**src/rtl/cache_mem_arbiter.sv**
```systemverilog
// Round-robin arbiter sharing one 128-bit block memory port between the icache (read) and dcache (read/write-back).
// Latency: request to ack is 2 cycles plus the number of cycles memory holds MAIN_MEM_BUSY_WAIT high (minimum 3).
// Backpressure: requesters stall on x_BUSY_WAIT until their ack cycle; the arbiter waits on MAIN_MEM_BUSY_WAIT.
module cache_mem_arbiter #(
  parameter int ADDR_W = 28,
  parameter int DATA_W = 128
) (
  input  logic              clock,
  input  logic              reset,
  input  logic              I_READ,
  input  logic [ADDR_W-1:0] I_ADDRESS,
  output logic [DATA_W-1:0] I_READ_DATA,
  output logic              I_BUSY_WAIT,
  input  logic              D_READ,
  input  logic              D_WRITE,
  input  logic [ADDR_W-1:0] D_ADDRESS,
  input  logic [DATA_W-1:0] D_WRITE_DATA,
  output logic [DATA_W-1:0] D_READ_DATA,
  output logic              D_BUSY_WAIT,
  output logic              MAIN_MEM_READ,
  output logic              MAIN_MEM_WRITE,
  output logic [ADDR_W-1:0] MAIN_MEM_ADDRESS,
  output logic [DATA_W-1:0] MAIN_MEM_WRITE_DATA,
  input  logic [DATA_W-1:0] MAIN_MEM_READ_DATA,
  input  logic              MAIN_MEM_BUSY_WAIT
);

  typedef enum logic [2:0] {IDLE, I_ACCESS, I_WAIT, D_ACCESS, D_WAIT} state_t;

  state_t            r_state;
  logic              r_last_d;     // 1 when the dcache received the most recent grant
  logic              r_ack_i;
  logic              r_ack_d;
  logic              r_mem_read;
  logic              r_mem_write;
  logic [ADDR_W-1:0] r_mem_addr;
  logic [DATA_W-1:0] r_mem_wdata;
  logic [DATA_W-1:0] r_i_rdata;
  logic [DATA_W-1:0] r_d_rdata;

  logic w_req_i;
  logic w_req_d;
  logic w_elig_i;
  logic w_elig_d;
  logic w_grant_i;
  logic w_grant_d;

  // Raw requests, masking of a requester still in its ack cycle, and the round-robin pick.
  always_comb begin
    w_req_i   = I_READ;
    w_req_d   = D_READ | D_WRITE;
    w_elig_i  = w_req_i & ~r_ack_i;
    w_elig_d  = w_req_d & ~r_ack_d;
    w_grant_i = w_elig_i & (~w_elig_d | r_last_d);
    w_grant_d = w_elig_d & (~w_elig_i | ~r_last_d);
  end

  // Arbitration FSM: latch the granted request, sequence it through memory, pulse the ack.
  always_ff @(posedge clock or posedge reset) begin
    if (reset) begin
      r_state     <= IDLE;
      r_last_d    <= 1'b1;
      r_ack_i     <= 1'b0;
      r_ack_d     <= 1'b0;
      r_mem_read  <= 1'b0;
      r_mem_write <= 1'b0;
      r_mem_addr  <= '0;
      r_mem_wdata <= '0;
      r_i_rdata   <= '0;
      r_d_rdata   <= '0;
    end else begin
      r_ack_i <= 1'b0;
      r_ack_d <= 1'b0;
      case (r_state)
        IDLE: begin
          if (w_grant_i) begin
            r_state     <= I_ACCESS;
            r_mem_read  <= 1'b1;
            r_mem_write <= 1'b0;
            r_mem_addr  <= I_ADDRESS;
            r_last_d    <= 1'b0;
          end else if (w_grant_d) begin
            // A write-back wins over a simultaneous read strobe
            r_state     <= D_ACCESS;
            r_mem_read  <= ~D_WRITE;
            r_mem_write <= D_WRITE;
            r_mem_addr  <= D_ADDRESS;
            r_mem_wdata <= D_WRITE_DATA;
            r_last_d    <= 1'b1;
          end
        end
        // Memory only raises busywait after it samples the strobe, so skip one cycle before watching it
        I_ACCESS: r_state <= I_WAIT;
        I_WAIT: begin
          if (!MAIN_MEM_BUSY_WAIT) begin
            r_mem_read <= 1'b0;
            r_i_rdata  <= MAIN_MEM_READ_DATA;
            r_ack_i    <= 1'b1;
            r_state    <= IDLE;
          end
        end
        D_ACCESS: r_state <= D_WAIT;
        D_WAIT: begin
          if (!MAIN_MEM_BUSY_WAIT) begin
            r_mem_read  <= 1'b0;
            r_mem_write <= 1'b0;
            if (r_mem_read) begin
              r_d_rdata <= MAIN_MEM_READ_DATA;
            end
            r_ack_d <= 1'b1;
            r_state <= IDLE;
          end
        end
        default: r_state <= IDLE;
      endcase
    end
  end

  assign MAIN_MEM_READ       = r_mem_read;
  assign MAIN_MEM_WRITE      = r_mem_write;
  assign MAIN_MEM_ADDRESS    = r_mem_addr;
  assign MAIN_MEM_WRITE_DATA = r_mem_wdata;
  assign I_READ_DATA         = r_i_rdata;
  assign D_READ_DATA         = r_d_rdata;
  // Stall drops only in the ack cycle, when the returned block is valid
  assign I_BUSY_WAIT         = w_req_i & ~r_ack_i;
  assign D_BUSY_WAIT         = w_req_d & ~r_ack_d;

endmodule
```
**config.mk**
```make
export PLATFORM = sky130hd
export DESIGN_NAME = cache_mem_arbiter
export DESIGN_NICKNAME = d
export VERILOG_FILES = /design/src/rtl/cache_mem_arbiter.sv
export SDC_FILE = /design/constraint.sdc
export NUM_CORES = 1
export LEC_CHECK = 0
export BUFFER_PORTS_ARGS = -buffer_cell sky130_fd_sc_hd__buf_2
export CAP_MARGIN = 40
export CORE_AREA = 2 2 283 285
export CTS_BUF_LIST = sky130_fd_sc_hd__clkbuf_2 sky130_fd_sc_hd__clkbuf_4 sky130_fd_sc_hd__clkbuf_8
export CTS_CLUSTER_DIAMETER = 150
export CTS_CLUSTER_SIZE = 14
export DETAILED_ROUTE_END_ITERATION = 6
export DIE_AREA = 0 0 285 287
export PLACE_DENSITY = 0.48
export SKIP_CTS_REPAIR_TIMING = 1
export SYNTH_ARGS = -nofsm -noshare
export SYNTH_HDL_FRONTEND = slang
export SYNTH_SLANG_ARGS = --single-unit
```
**constraint.sdc**
```tcl
create_clock -name clock -period 15.66 [get_ports clock]
set_input_delay 4.698 -clock clock [delete_from_list [all_inputs] [get_ports clock]]
set_output_delay 4.698 -clock clock [all_outputs]
set_load 0.005 [all_outputs]
```
==> summary.txt, run 1 <==
Antenna violations before repair: 5
Largest net degree at the start of global routing: 152
Post-Synthesis Cell Area: 0.01598 mm2
WS Path Type: input pin to output port
Ys flop type: dfrtp_1
Num Clock Sinks: 420
Leak Pwr: 10.76 nW
CP dominant cell by count: buf_2
Critical path fanouts, max: 4
FP Rows: 103
Tightest Hold Check Type: flop to flop
Dominant cell type by area after synthesis: dfrtp_1
Most common cell after layout, fill and taps aside: buf_2
Gr ovfl total: 0
CP Capture Type: output port
Crit share post-route: 0.6489
RSZ-0062 raised after global routing: no
Die Span Y: 287 um
Combinational family with the most area after synthesis: multiplexers
CP Depth: 4
PortBufs: 733
Hpwl dp: 36.04 mm
Skew final: 0.02254 ns
Post-synth net total: 1284
FMAX: 98.41 MHz
Status: completed
Via count: 10639
DRC: 0
Largest delay share family, worst path: buffers and inverters
Slew at the pin closest to its max-slew limit: 0.9952 ns
Fillers: 8267
Nets: 2021
Mux contribution to synthesized area: 0.2928
First-pass GRT wire length: 71.17 mm
Synth Area in Simple Gates: 0.01323
Crit path largest cell delay: 0.30 ns
Post-Synthesis Cells: 966
MaxCap Viol Count: 0
Final cell count without fillers: 2764
Worst Hold Path Cells: 1
Crit-path slowest cell: o21bai_1
CTS Root Cell: clkbuf_8
Final antenna-violating net count: 0
Die extent in x: 285 um
Largest cells by area after synthesis: dfrtp_1, mux2_2, mux2_1
CTS tree: done
Routed wire per std cell: 17.12 um
Total Wirelength: 47.31 mm
Pins Over Slew Limit: 0
Vias in the first global route: 11439
Initial Util: 0.2033
Syn_area_per_cell: 16.55 um2
DP Cell Count: 2716
Ratio of cells with drive above 1 in the final layout: 0.6279
Critical Path RT: 10.96 ns
TritonRoute pass-1 iters: 4
Final Setup Violations: 0
Worst-Skew Late Latency: 0.59 ns
H-tree levels: 2
Seq/Total Area, Yosys: 0.6577
Number of synthesized flops with an enable pin: 0
Post-Synth XOR/XNOR Area: 0.0005480
Final Critical Period: 10.16 ns
CTS buffer count: 35
Crit path buffers/inverters: 3
Starting DRC count in detailed routing: 298
Final core utilization: 0.2732
Netlist cell types: 32
Layout area overhead: 34.37%
Post-Synth Adder-Cell Area: 0
Worst-path clk slew: 0.08 ns
Area share of the largest cell type after synthesis: 0.6560
Via-to-Cell Ratio: 3.849
Total Neg Setup Slack: 0 ns
Endpoints failing hold: 0
Most frequent cells in the layout: buf_2, dfrtp_1, mux2_2
Flops & latches, synth: 420
Max IR drop VDD: 0.0001175 V
Ys async rst share: 1.000
Area of the core: 0.07861 mm2
Critical-path cell list: buf_2, o21bai_1, inv_1, buf_2
CP Launch Type: input pin
CP arrival: 5.46 ns
R2r worst-path depth: 6
Ys Warns: 0
Area fraction in compound gates after synthesis: 0.01237
Ports: 734
Power Dens Cells: 185.9 mW/mm2
Max-slew headroom: 0.3365
Max Buffers Root-to-Sink: 3
GR Util All Layers: 0.1106
Die area: 0.08180 mm2
RePlAce Congestion: 0.8147
area by class of cell:
class / instances / area [um2] / area share
sequential: 420 / 10510 / 0.4895
multi-input combinational: 493 / 5139 / 0.2393
timing repair buffer: 751 / 3934 / 0.1832
tap: 1050 / 1314 / 0.06117
clock buffer: 43 / 554.3 / 0.02581
antenna: 5 / 12.51 / 0.0005826
inverter: 2 / 11.26 / 0.0005244
logic make-up (layout without fill, tap and decap cells):
family | count (synthesis) | after routing
flops | 420 | 420
xor+xnor | 1 | 1
other cells | 0 | 5
buf+inv | 53 | 796
simple gates | 43 | 43
mux | 412 | 412
compound gates | 37 | 37
report_power, final:
part	internal, mW	leakage (nW)	total, mW	switching, mW
logic	0.876	5.37	1.57	0.696
clock network	0.228	0.294	0.583	0.355
registers	1.59	5.10	1.84	0.250
through the flow:
step / hold WS (ns) / power [mW] / setup WS (ns) / instance area, um2
2_1_floorplan: 0.4889 / 2.664 / 5.297 / 15990
3_3_place_gp: 0.4682 / 3.412 / 5.501 / 20740
3_5_place_dp: 0.4754 / 3.476 / 5.498 / 20910
4_1_cts: 0.4967 / 4.087 / 5.502 / 21460
5_1_grt: 0.5009 / 4.288 / 5.450 / 21480
6_report: 0.4918 / 3.992 / 5.498 / 21480
final timing paths:
check                                start                      end  slack (ns)
max                                D_WRITE              D_BUSY_WAIT        5.50
min reg2reg                D_READ_DATA[69]          D_READ_DATA[69]        0.49
max reg2reg                        r_ack_i  MAIN_MEM_WRITE_DATA[49]       12.63
min                        D_READ_DATA[69]          D_READ_DATA[69]        0.49
min in group asynchronous            reset  MAIN_MEM_WRITE_DATA[11]        4.33
max in group asynchronous            reset               r_state[0]        9.40
flip-flops by register name (all words and copies together) (netlist names):
register and count:
D_READ_DATA 128, MAIN_MEM_WRITE_DATA 128, r_ack_d 1, MAIN_MEM_WRITE 1
r_state 3, r_last_d 1, I_READ_DATA 128, MAIN_MEM_ADDRESS 28
MAIN_MEM_READ 1, r_ack_i 1
synth_stat cells, types with 2 or more instances:
cell type,instances
nor2_1,29
inv_1,2
buf_2,20
nor3_2,2
buf_4,16
o21ai_0,2
clkbuf_1,2
mux2i_1,28
mux2_4,20
a21oi_1,30
nand2b_1,2
nand2_1,2
mux2_1,115
mux2_2,249
dfrtp_1,419
buf_6,12
layer usage:
layer	wire length, um	vias to the layer above	GRT usage
met5	0	-	0
met4	1103	0	0.02984
met3	3120	63	0.02952
met2	25140	380	0.2047
met1	17940	5348	0.1247
li1	-	4848	-
No activity file was read; power rests on OpenSTA's default activity.
==> run 2: changes to the inputs <==
--- a/config.mk
+++ b/config.mk
@@ -5,15 +5,16 @@
 export SDC_FILE = /design/constraint.sdc
 export NUM_CORES = 1
 export LEC_CHECK = 0
+export ABC_AREA = 1
 export BUFFER_PORTS_ARGS = -buffer_cell sky130_fd_sc_hd__buf_2
 export CAP_MARGIN = 40
-export CORE_AREA = 2 2 283 285
+export CORE_AREA = 2 2 288 290
 export CTS_BUF_LIST = sky130_fd_sc_hd__clkbuf_2 sky130_fd_sc_hd__clkbuf_4 sky130_fd_sc_hd__clkbuf_8
 export CTS_CLUSTER_DIAMETER = 150
 export CTS_CLUSTER_SIZE = 14
 export DETAILED_ROUTE_END_ITERATION = 6
-export DIE_AREA = 0 0 285 287
-export PLACE_DENSITY = 0.48
+export DIE_AREA = 0 0 290 292
+export PLACE_DENSITY = 0.46
 export SKIP_CTS_REPAIR_TIMING = 1
 export SYNTH_ARGS = -nofsm -noshare
 export SYNTH_HDL_FRONTEND = slang
==> constraint.sdc (replaced) <==
create_clock -name clock -period 10.5 [get_ports clock]
set_input_delay 3.15 -clock clock [delete_from_list [all_inputs] [get_ports clock]]
set_output_delay 3.15 -clock clock [all_outputs]
set_load 0.005 [all_outputs]
==> run 2 against run 1 <==
  * Via count increased by 32%
  * Combinational power increased by 55%
  * Global-route usage is 1.8 points higher
  * Count of clock-buffer cells in the layout unchanged
  * Wire length rose by 19%
  * Synthesized area rose by 2.1%
  * Cell count is 29% higher
  * Clock power rose by 54%
  * Utilization shrank 0.64 points
  * Critical path depth unchanged
  * Highest routed layer is now met5
==> summary.txt, run 2 <==
Status: completed
Num Clock Sinks: 420
Flops & latches, synth: 420
MaxCap Viol Count: 0
PortBufs: 733
Most common cell after layout, fill and taps aside: buf_2
Largest delay share family, worst path: simple AND/OR/NAND/NOR gates
Max-slew headroom: 0.3365
Layout area overhead: 33.39%
CP Launch Type: input pin
Fillers: 8962
Worst-path clk slew: 0.09 ns
Post-Synth XOR/XNOR Area: 0
Most frequent cells in the layout: buf_2, nand2_1, dfrtp_1
First-pass GRT wire length: 86.11 mm
Initial Util: 0.2000
Tightest Hold Check Type: flop to flop
Seq/Total Area, Yosys: 0.6443
Endpoints failing hold: 0
Tot Pwr: 6.081 mW
Routed wire per std cell: 15.73 um
Die extent in x: 290 um
RSZ-0062 raised after global routing: no
FMAX: 144.4 MHz
Die area: 0.08468 mm2
Ys flop type: dfrtp_1
RePlAce Congestion: 0.8013
Crit share post-route: 0.6595
Vias in the first global route: 14133
FP Rows: 105
DRC: 0
Via-to-Cell Ratio: 3.933
Max IR drop VDD: 0.0001746 V
Slew at the pin closest to its max-slew limit: 0.9952 ns
Pins Over Slew Limit: 0
Post-Synthesis Cell Area: 0.01631 mm2
Die Span Y: 292 um
GR Util All Layers: 0.1286
Max Buffers Root-to-Sink: 3
Total Neg Setup Slack: 0 ns
Ratio of cells with drive above 1 in the final layout: 0.3237
CP Capture Type: output port
Ys Warns: 0
Post-Synth Adder-Cell Area: 0
Starting DRC count in detailed routing: 687
Critical path fanouts, max: 4
Mux contribution to synthesized area: 0
CTS tree: done
Skew final: 0.01340 ns
H-tree levels: 2
Final Setup Violations: 0
Largest net degree at the start of global routing: 189
Final antenna-violating net count: 0
Netlist cell types: 17
Ports: 734
Combinational family with the most area after synthesis: simple AND/OR/NAND/NOR gates
WS Path Type: input pin to output port
Crit path largest cell delay: 0.32 ns
Post-synth net total: 2124
Final cell count without fillers: 3565
Gr ovfl total: 0
Leak Pwr: 12.46 nW
Total Wirelength: 56.07 mm
Most common cell in the netlist: nand2_1
Ys async rst share: 1.000
Synth Area in Simple Gates: 0.2001
Final Critical Period: 6.925 ns
Antenna violations before repair: 8
CP dominant cell by count: buf_2
Hpwl dp: 40.16 mm
Top post-synthesis cells by count: nand2_1, dfrtp_1, o21ai_0
Power Dens Cells: 279.4 mW/mm2
CTS buffer count: 35
Area of the core: 0.08158 mm2
CP arrival: 3.77 ns
Nets: 2802
Syn_area_per_cell: 9.033 um2
Worst-Skew Late Latency: 0.59 ns
TritonRoute pass-1 iters: 5
Via count: 14020
CTS Root Cell: clkbuf_8
Area share of the largest cell type after synthesis: 0.6427
Critical Path RT: 7.35 ns
Worst hold margin: 0.4712 ns
Crit-path slowest cell: nor2_1
Crit path buffers/inverters: 3
Critical-path cell list: buf_2, inv_1, nor2_1, buf_2
Dominant cell type by area after synthesis: dfrtp_1
Post-Synthesis Cells: 1806
Number of synthesized flops with an enable pin: 0
Area fraction in compound gates after synthesis: 0.08168
Largest cells by area after synthesis: dfrtp_1, nand2_1, o21ai_0
DP Cell Count: 3517
[run 2: cell types whose count changed after synthesis, moves of 15 or more]
cell,previous run,this run
nor2_1,29,5
buf_2,20,37
buf_4,16,1
mux2_2,249,0
inv_1,2,194
nand2_1,2,646
mux2_4,20,0
mux2_1,115,0
nand3_1,1,160
o21ai_0,2,260
clkbuf_1,2,63
mux2i_1,28,0
a21oi_1,30,3
[run 2: logic make-up (layout without fill, tap and decap cells)]
| family | count (synthesis) | in the layout |
|---|---|---|
| other cells | 0 | 5 |
| simple gates | 814 | 814 |
| flops | 420 | 420 |
| compound gates | 264 | 264 |
| buf+inv | 308 | 992 |
[run 2: power breakdown]
part           total (mW)  internal, mW  switching [mW]
Combinational        2.44         0.987            1.45
Sequential           2.74          2.36           0.383
Clock               0.898         0.340           0.557
[run 2: metrics by stage]
step	setup slack [ns]	cell area (um2)	utilization
finish	3.575	21760	0.2667
global route	3.496	21760	0.2667
CTS	3.567	21750	0.2666
detailed placement	3.569	21200	0.2598
global placement	3.589	21030	0.2578
floorplan	1.685	16320	-
[run 2: cell type report]
| class | count | area (um2) | share of cell area |
|---|---|---|---|
| multi-input combinational | 1078 | 4632 | 0.2128 |
| clock buffer | 43 | 554.3 | 0.02547 |
| tap | 1070 | 1339 | 0.06152 |
| antenna | 5 | 12.51 | 0.0005749 |
| inverter | 200 | 754.5 | 0.03467 |
| sequential | 420 | 10510 | 0.4830 |
| timing repair buffer | 749 | 3959 | 0.1819 |
[run 2: metal layers]
metal,share of wire,wire length (um),up-vias,track usage
met5,0.0010,56,-,0
li1,-,-,6937,-
met3,0.086,4819,78,0.04308
met1,0.41,22950,6466,0.1569
met2,0.48,26740,531,0.2135
met4,0.027,1514,8,0.04167
[run 2: path summary, 6_finish.rpt]
kind / to / start / slack, ns / depth (start not counted)
worst max-delay path: I_BUSY_WAIT / I_READ / 3.58 / 4
worst min-delay path: MAIN_MEM_WRITE_DATA[39] / MAIN_MEM_WRITE_DATA[39] / 0.47 / 2
worst max register to register: MAIN_MEM_WRITE_DATA[52] / r_ack_i / 7.45 / 9
min in group asynchronous: D_READ_DATA[2] / reset / 2.56 / 2
max in group asynchronous: I_READ_DATA[35] / reset / 5.97 / 4
worst min register to register: MAIN_MEM_WRITE_DATA[39] / MAIN_MEM_WRITE_DATA[39] / 0.47 / 2
[run 2: worst reg2reg max path, stage by stage, from the launching register on]
cell and delay (ns):
dfrtp_1 0.41, nor2_1 0.36, inv_2 0.10, a21oi_4 0.15
buf_4 0.60, nand2_4 0.52, buf_4 0.36, buf_16 0.22
nand2_1 0.18, nand2_1 0.05
